===== config.mk =====
export PLATFORM = sky130hd
export DESIGN_NAME = sample_window_loader
export DESIGN_NICKNAME = d
export VERILOG_FILES = /design/src/rtl/sample_window_loader.sv
export SDC_FILE = /design/constraint.sdc
export NUM_CORES = 1
export LEC_CHECK = 0
export ABC_AREA = 0
export BUFFER_PORTS_ARGS = -buffer_cell sky130_fd_sc_hd__buf_4
export CORE_MARGIN = 5
export CORE_UTILIZATION = 50
export CTS_CLUSTER_DIAMETER = 50
export CTS_CLUSTER_SIZE = 16
export DETAILED_ROUTE_END_ITERATION = 10
export PLACE_DENSITY = 0.89
export SLEW_MARGIN = 0
export SYNTH_ARGS = -nofsm -noshare
export SYNTH_HDL_FRONTEND = slang
export SYNTH_SLANG_ARGS = --single-unit

===== constraint.sdc =====
create_clock -name CLK -period 1.7 [get_ports CLK]
set_input_delay 0.17 -clock CLK [delete_from_list [all_inputs] [get_ports CLK]]
set_output_delay 0.17 -clock CLK [all_outputs]
set_load 0.03 [all_outputs]

===== src/rtl/sample_window_loader.sv =====
// -----------------------------------------------------------------------------
// sample_window_loader
//
// Collects a stream of signed 16-bit samples into an 8-sample window for a
// downstream averager. SLIDE=0 produces disjoint blocks of 8. SLIDE=1
// produces a sliding window that advances by one sample per accept.
//
// Ports
//   CLK        : clock, all state updates on the rising edge
//   RST        : synchronous, active-high reset
//   in_data    : signed input sample
//   in_valid   : in_data is valid this cycle
//   in_ready   : block can take a sample this cycle (depends on state and
//                out_ready only)
//   flush      : drop the partial or full window and clear a..h
//   a .. h     : registered window, a = oldest sample, h = newest
//   sa         : constant shift amount for the averager (SHIFT[7:0])
//   out_valid  : a..h hold a complete window
//   out_ready  : downstream takes the window
//   fill_cnt   : number of samples held, 0..8
// -----------------------------------------------------------------------------
module sample_window_loader #(
    parameter int SLIDE = 0,
    parameter int SHIFT = 1
) (
    input  logic                CLK,
    input  logic                RST,
    input  logic signed [15:0]  in_data,
    input  logic                in_valid,
    output logic                in_ready,
    input  logic                flush,
    output logic signed [15:0]  a,
    output logic signed [15:0]  b,
    output logic signed [15:0]  c,
    output logic signed [15:0]  d,
    output logic signed [15:0]  e,
    output logic signed [15:0]  f,
    output logic signed [15:0]  g,
    output logic signed [15:0]  h,
    output logic [7:0]          sa,
    output logic                out_valid,
    input  logic                out_ready,
    output logic [3:0]          fill_cnt
);

    localparam int          DATA_W = 16;
    localparam logic [7:0]  SA_VAL = 8'(SHIFT);

    typedef enum logic [1:0] {
        ST_FILL = 2'd0,
        ST_FULL = 2'd1,
        ST_HOLD = 2'd2
    } state_t;

    state_t                    state_q, state_d;
    logic [3:0]                fill_cnt_q, fill_cnt_d;
    logic                      out_valid_q, out_valid_d;
    logic signed [DATA_W-1:0]  win_q [8];
    logic signed [DATA_W-1:0]  win_d [8];
    logic                      do_shift;
    logic                      clear_win;
    logic                      accept;
    logic                      consume;

    // Sample count saturates at a full window.
    function automatic logic [3:0] sat_inc(input logic [3:0] cnt);
        return (cnt >= 4'd8) ? 4'd8 : cnt + 4'd1;
    endfunction

    assign accept  = in_valid & in_ready;
    assign consume = out_valid_q & out_ready;

    // State register
    always_ff @(posedge CLK) begin
        if (RST) begin
            state_q <= ST_FILL;
        end else begin
            state_q <= state_d;
        end
    end

    // Next-state logic, also deciding what the window does this cycle
    always_comb begin
        state_d    = state_q;
        fill_cnt_d = fill_cnt_q;
        do_shift   = 1'b0;
        clear_win  = 1'b0;
        if (flush) begin
            // Flush wins over any handshake; a presented sample is dropped.
            state_d    = ST_FILL;
            fill_cnt_d = 4'd0;
            clear_win  = 1'b1;
        end else begin
            case (state_q)
                ST_FILL: begin
                    if (accept) begin
                        do_shift   = 1'b1;
                        fill_cnt_d = sat_inc(fill_cnt_q);
                        if (fill_cnt_q == 4'd7) begin
                            state_d = ST_FULL;
                        end
                    end
                end
                ST_FULL: begin
                    // in_ready follows out_ready here, so an accept always
                    // coincides with a consume.
                    if (consume) begin
                        if (SLIDE == 0) begin
                            state_d    = ST_FILL;
                            do_shift   = accept;
                            fill_cnt_d = accept ? 4'd1 : 4'd0;
                        end else if (accept) begin
                            do_shift = 1'b1;
                        end else begin
                            state_d = ST_HOLD;
                        end
                    end
                end
                ST_HOLD: begin
                    if (accept) begin
                        do_shift = 1'b1;
                        state_d  = ST_FULL;
                    end
                end
                default: begin
                    state_d    = ST_FILL;
                    fill_cnt_d = 4'd0;
                end
            endcase
        end
        out_valid_d = (state_d == ST_FULL);
    end

    // Output logic
    always_comb begin
        in_ready = 1'b1;
        if (state_q == ST_FULL) begin
            in_ready = out_ready;
        end
    end

    always_comb begin
        win_d = win_q;
        if (clear_win) begin
            for (int i = 0; i < 8; i++) begin
                win_d[i] = '0;
            end
        end else if (do_shift) begin
            for (int i = 0; i < 7; i++) begin
                win_d[i] = win_q[i+1];
            end
            win_d[7] = in_data;
        end
    end

    always_ff @(posedge CLK) begin
        if (RST) begin
            fill_cnt_q  <= 4'd0;
            out_valid_q <= 1'b0;
            for (int i = 0; i < 8; i++) begin
                win_q[i] <= '0;
            end
        end else begin
            fill_cnt_q  <= fill_cnt_d;
            out_valid_q <= out_valid_d;
            win_q       <= win_d;
        end
    end

    assign a         = win_q[0];
    assign b         = win_q[1];
    assign c         = win_q[2];
    assign d         = win_q[3];
    assign e         = win_q[4];
    assign f         = win_q[5];
    assign g         = win_q[6];
    assign h         = win_q[7];
    assign sa        = SA_VAL;
    assign out_valid = out_valid_q;
    assign fill_cnt  = fill_cnt_q;

endmodule


; ---- After elaboration in Yosys (flattened, before gate mapping)
; Index checks and enable logic that the tools add are counted.
[word_totals]
register_bits = 135
inputBits = 21
output_inout_bits = 142
elab_cells = 44
[classes]
addsub = 1
magnitude_cmp = 1
n_eq_ne = 6
mux = 17
bitwise = 3
n_reduce_logical = 5
[op_table]
columns = cell, count
row1 = $mux W4, 3
row2 = $pmux W4 S3, 1
row3 = $mux W2, 5
row4 = $mux W1, 6
row5 = $pmux W2 S3, 1
row6 = $reduce_or A2 Y1, 3
row7 = $add A4 B1 Y4 const B, 1
row8 = $eq A2 B1 Y1 const B, 2
row9 = $eq A4 B3 Y1 const B, 1
row10 = $ge A4 B4 Y1 const B, 1
row11 = $ne A2 B2 Y1 const B, 2
row12 = $reduce_and A3 Y1, 1
row13 = $and A1 B1 Y1, 2
row14 = $eq A2 B2 Y1 const B, 1
row15 = $logic_not A2 Y1, 1
row16 = $pmux W1 S2, 1
row17 = $not A1 Y1, 1

; ---- Longest topological paths before layout
[logic_depth]
word_depth = 7
depth_mapped = 7
mapped_depth_nobuf = 4

; ---- Least setup slack after synthesis
; Ideal clock, no wire load.
[synth_path]
path_kind = reg-to-reg
from = register fill_cnt_q[0] (netlist: fill_cnt[0])
to = register out_valid_q (netlist: out_valid)
setup_ps = 95
arrival_ps = 1421
t_required_ps = 1605
slack_ps = 184
path_stages_with_launch = 5
path_buffers = 0
period_less_slack_ps = 1516
path_cell_list = dfxtp_1 > ha_1 > nand2_1 > or3b_1 > a221oi_1
[synth_via]
elab_chain_len = 6
[synth_lines]
columns = item, line
row1 = "start, declared", 56  ; logic [3:0] fill_cnt_q, fill_cnt_d;
row2 = "start signal, assigned", 164  ; fill_cnt_q <= fill_cnt_d;
row3 = $eq A4 B3 Y1, 99  ; if (fill_cnt_q == 4'd7) begin
row4 = $mux W2, 99
row5 = $mux W2, 96  ; if (accept) begin
row6 = $pmux W2 S3, 94  ; case (state_q)
row7 = $mux W2, 88  ; if (flush) begin
row8 = $eq A2 B1 Y1, 131  ; out_valid_d = (state_d == ST_FULL);
row9 = "end signal, assigned", 165  ; out_valid_q <= out_valid_d;
row10 = "end, declared", 57  ; logic out_valid_q, out_valid_d;
; No other way between the ends.
; A chain may end at the register's enable or synchronous reset.

; ---- Final worst setup path
[layout_path]
from = register state_q[1]
to = output in_ready
[layout_via]
elab_chain_len = 2
[layout_lines]
columns = item, line
row1 = "start, declared", 55  ; state_t state_q, state_d;
row2 = "start signal, assigned", 78  ; state_q <= state_d;
row3 = $eq A2 B1 Y1, 137  ; if (state_q == ST_FULL) begin
row4 = $mux W1, 137
row5 = "end, declared", 30  ; output logic in_ready,
; No other way between the ends.

==> results.tsv <==
metric	value	unit
status	finished, final reports clean	
rsz0062_at_grt	no	
finalPower	7.013	mW
ant_nets	0	
dieWidth	108.7	um
die_h	108.7	um
drive_above_1_share	26.38	%
cap_violations	0	
ys_seq_area_share	55.48	%
layout_commonest_cell	nand2_1	
syn2layout_area_growth	41.05	%
layout_common_cells	nand2_1, buf_4, dfxtp_1	
clockBufferDepth	2	
cts_tree	done	
cp-end-kind	primary output	
cp_max_fo	9	
synth.distinct_cells	30	
regToRegSetupSlack	0.18	ns
multi_input_area	1898	um2
reg2reg_from	state_q[0]	
hold_start	out_ready	
powerDensity	1021	nW/um2
yosys_warnings	0	
power_leakage	2.636	nW
drtIter0Drc	306	
clock_latency	0.50	ns
dieArea	11820	um2
io_pins	163	
grt_max_degree	76	
first_pass_iters	7	
wl_per_cell	14.57	um
h-tree-depth	4	
drc	0	
finalSetupTns	0	ns
first_global_vias	4343	
final_max_slew_viol_count	0	
setup_violations	0	
layout.nets	791	
crit_type	reg2out	
reg2reg_to	state_q[0]	
ir_drop	0.6417	mV
worst_slew_pin_slew	0.5453	ns
rr_worst_depth	5	
min_period_over_period	97.33	%
route.vias.total	4667	
ys_ff_latch	135	
root_buffer	clkbuf_8	
fin_skew	0.007495	ns
synth_cells	612	
regArea	2708	um2
max_freq	604.4	MHz
gp_congestion	0.8383	
core-area	9639	um2
syn_area	4871	um2
port_buffers	154	
viasPerCell	5.106	
cts_inserted_buffers	17	
drt-total-wl	13320	um
post-dp-hpwl	8790	um
synthFlopType	dfxtp_1	
n_fill_cell	750	
cp-start-kind	register	
finalCriticalPeriod	1.655	ns
initial_core_util	50.53	%
hold_end	fill_cnt[0]	
fp-row-count	36	
hold_path_depth	3	
async_flop_share	0	%
overflow	0	
clock-sinks	135	
grt_antenna_before_repair	0	
num_antenna_cells	0	
clkTransAtPathRegs	0.07	ns
hold_viol_final	0	
worstPathArrival	1.48	ns
grt_pass1_wl	21380	um
maxSlewHeadroom	63.65	%
avgSynthCellArea	7.959	um2
min_path_type	in2reg	
grt.total_usage	22.74	%
required	1.53	ns
synth_edf_count	0	
sequential cells by signal, summed over array words and instances, names as in the netlist, 2 cells and up:
register,count
a,16
b,16
c,16
d,16
e,16
f,16
g,16
h,16
fill_cnt,4
state_q,2
cells in the mapped netlist (2+ instances only):
library cell | number | area share (%)
a21oi_1 | 131 | 13
a221oi_1 | 2 | 0.36
buf_2 | 15 | 1.5
buf_4 | 22 | 3.4
clkbuf_1 | 15 | 1.2
conb_1 | 2 | 0.15
dfxtp_1 | 135 | 55
ha_1 | 2 | 0.51
inv_1 | 3 | 0.23
nand2_1 | 258 | 20
nand3_1 | 4 | 0.41
nor2_1 | 3 | 0.23
o21ai_0 | 2 | 0.21
or3_1 | 2 | 0.26
how the worst max path moves through the flow:
stage	from	to
3_3_place_gp	fill_cnt[0]	out_valid
5_1_grt	state_q[1]	in_ready
4_1_cts	state_q[0]	in_ready
3_5_place_dp	fill_cnt[0]	out_valid
2_1_floorplan	fill_cnt[0]	out_valid
6_report	state_q[1]	in_ready
cell families after synthesis:
kind of cell,synth area share [%]
AOI/OAI and AO/OA,15.18
adders and majority gates,0.5137
buffers and inverters,6.550
DFF,55.48
other,0.1542
and+or+nand+nor,22.12
where the power goes:
part	switching, mW	total, mW	internal (mW)
Clock	1.48	3.49	2.01
Combinational	0.224	0.342	0.118
Sequential	0.0101	3.18	3.17
Total	1.72	7.01	5.30
final cells by class:
class	count	share of cell area (%)
flip-flops and latches	135	39.41
repair buffers	184	22.04
clock buffers	17	6.028
well taps	133	2.422
clock inverters	15	2.313
inverters	3	0.1639
multi-input cells	427	27.63
worst max-delay path, stage by stage, from the launching register on:
cell and delay, ns:
dfxtp_2 0.33, buf_6 0.13, or3_4 0.38, buf_6 0.15
through the flow:
step | setup WS (ns) | cell area, um2 | utilization (%) | std cells | hold WS (ns)
after CTS | 0.007746 | 6850 | 71.07 | 912 | 0.04828
final | 0.04547 | 6870 | 71.27 | 914 | 0.1018
after floorplan | 0.1841 | 4893 | - | 618 | 0.2461
after detailed placement | 0.2225 | 6065 | 62.92 | 860 | 0.3974
after global placement | 0.3088 | 6065 | 62.92 | 860 | 0.3927
after global routing | 0.0001811 | 6870 | 71.27 | 914 | 0.1023
repair_timing:
item                                   4_1_cts  5_1_grt
endpoints found under the hold margin       19        0
setup endpoints to repair                    1        1
gates resized for setup                      4        3
setup buffers                                0        2
hold buffers                                20        0
per-layer routing:
layer / track usage [%] / vias to the layer above / part of all wire [%]
met5: 0 / - / 0
met1: 27.73 / 2151 / 40
met2: 37.56 / 210 / 49
met4: 7.124 / 0 / 1.1
li1: - / 2288 / -
met3: 8.230 / 18 / 9.7
Power figures use the tool's default switching activity.
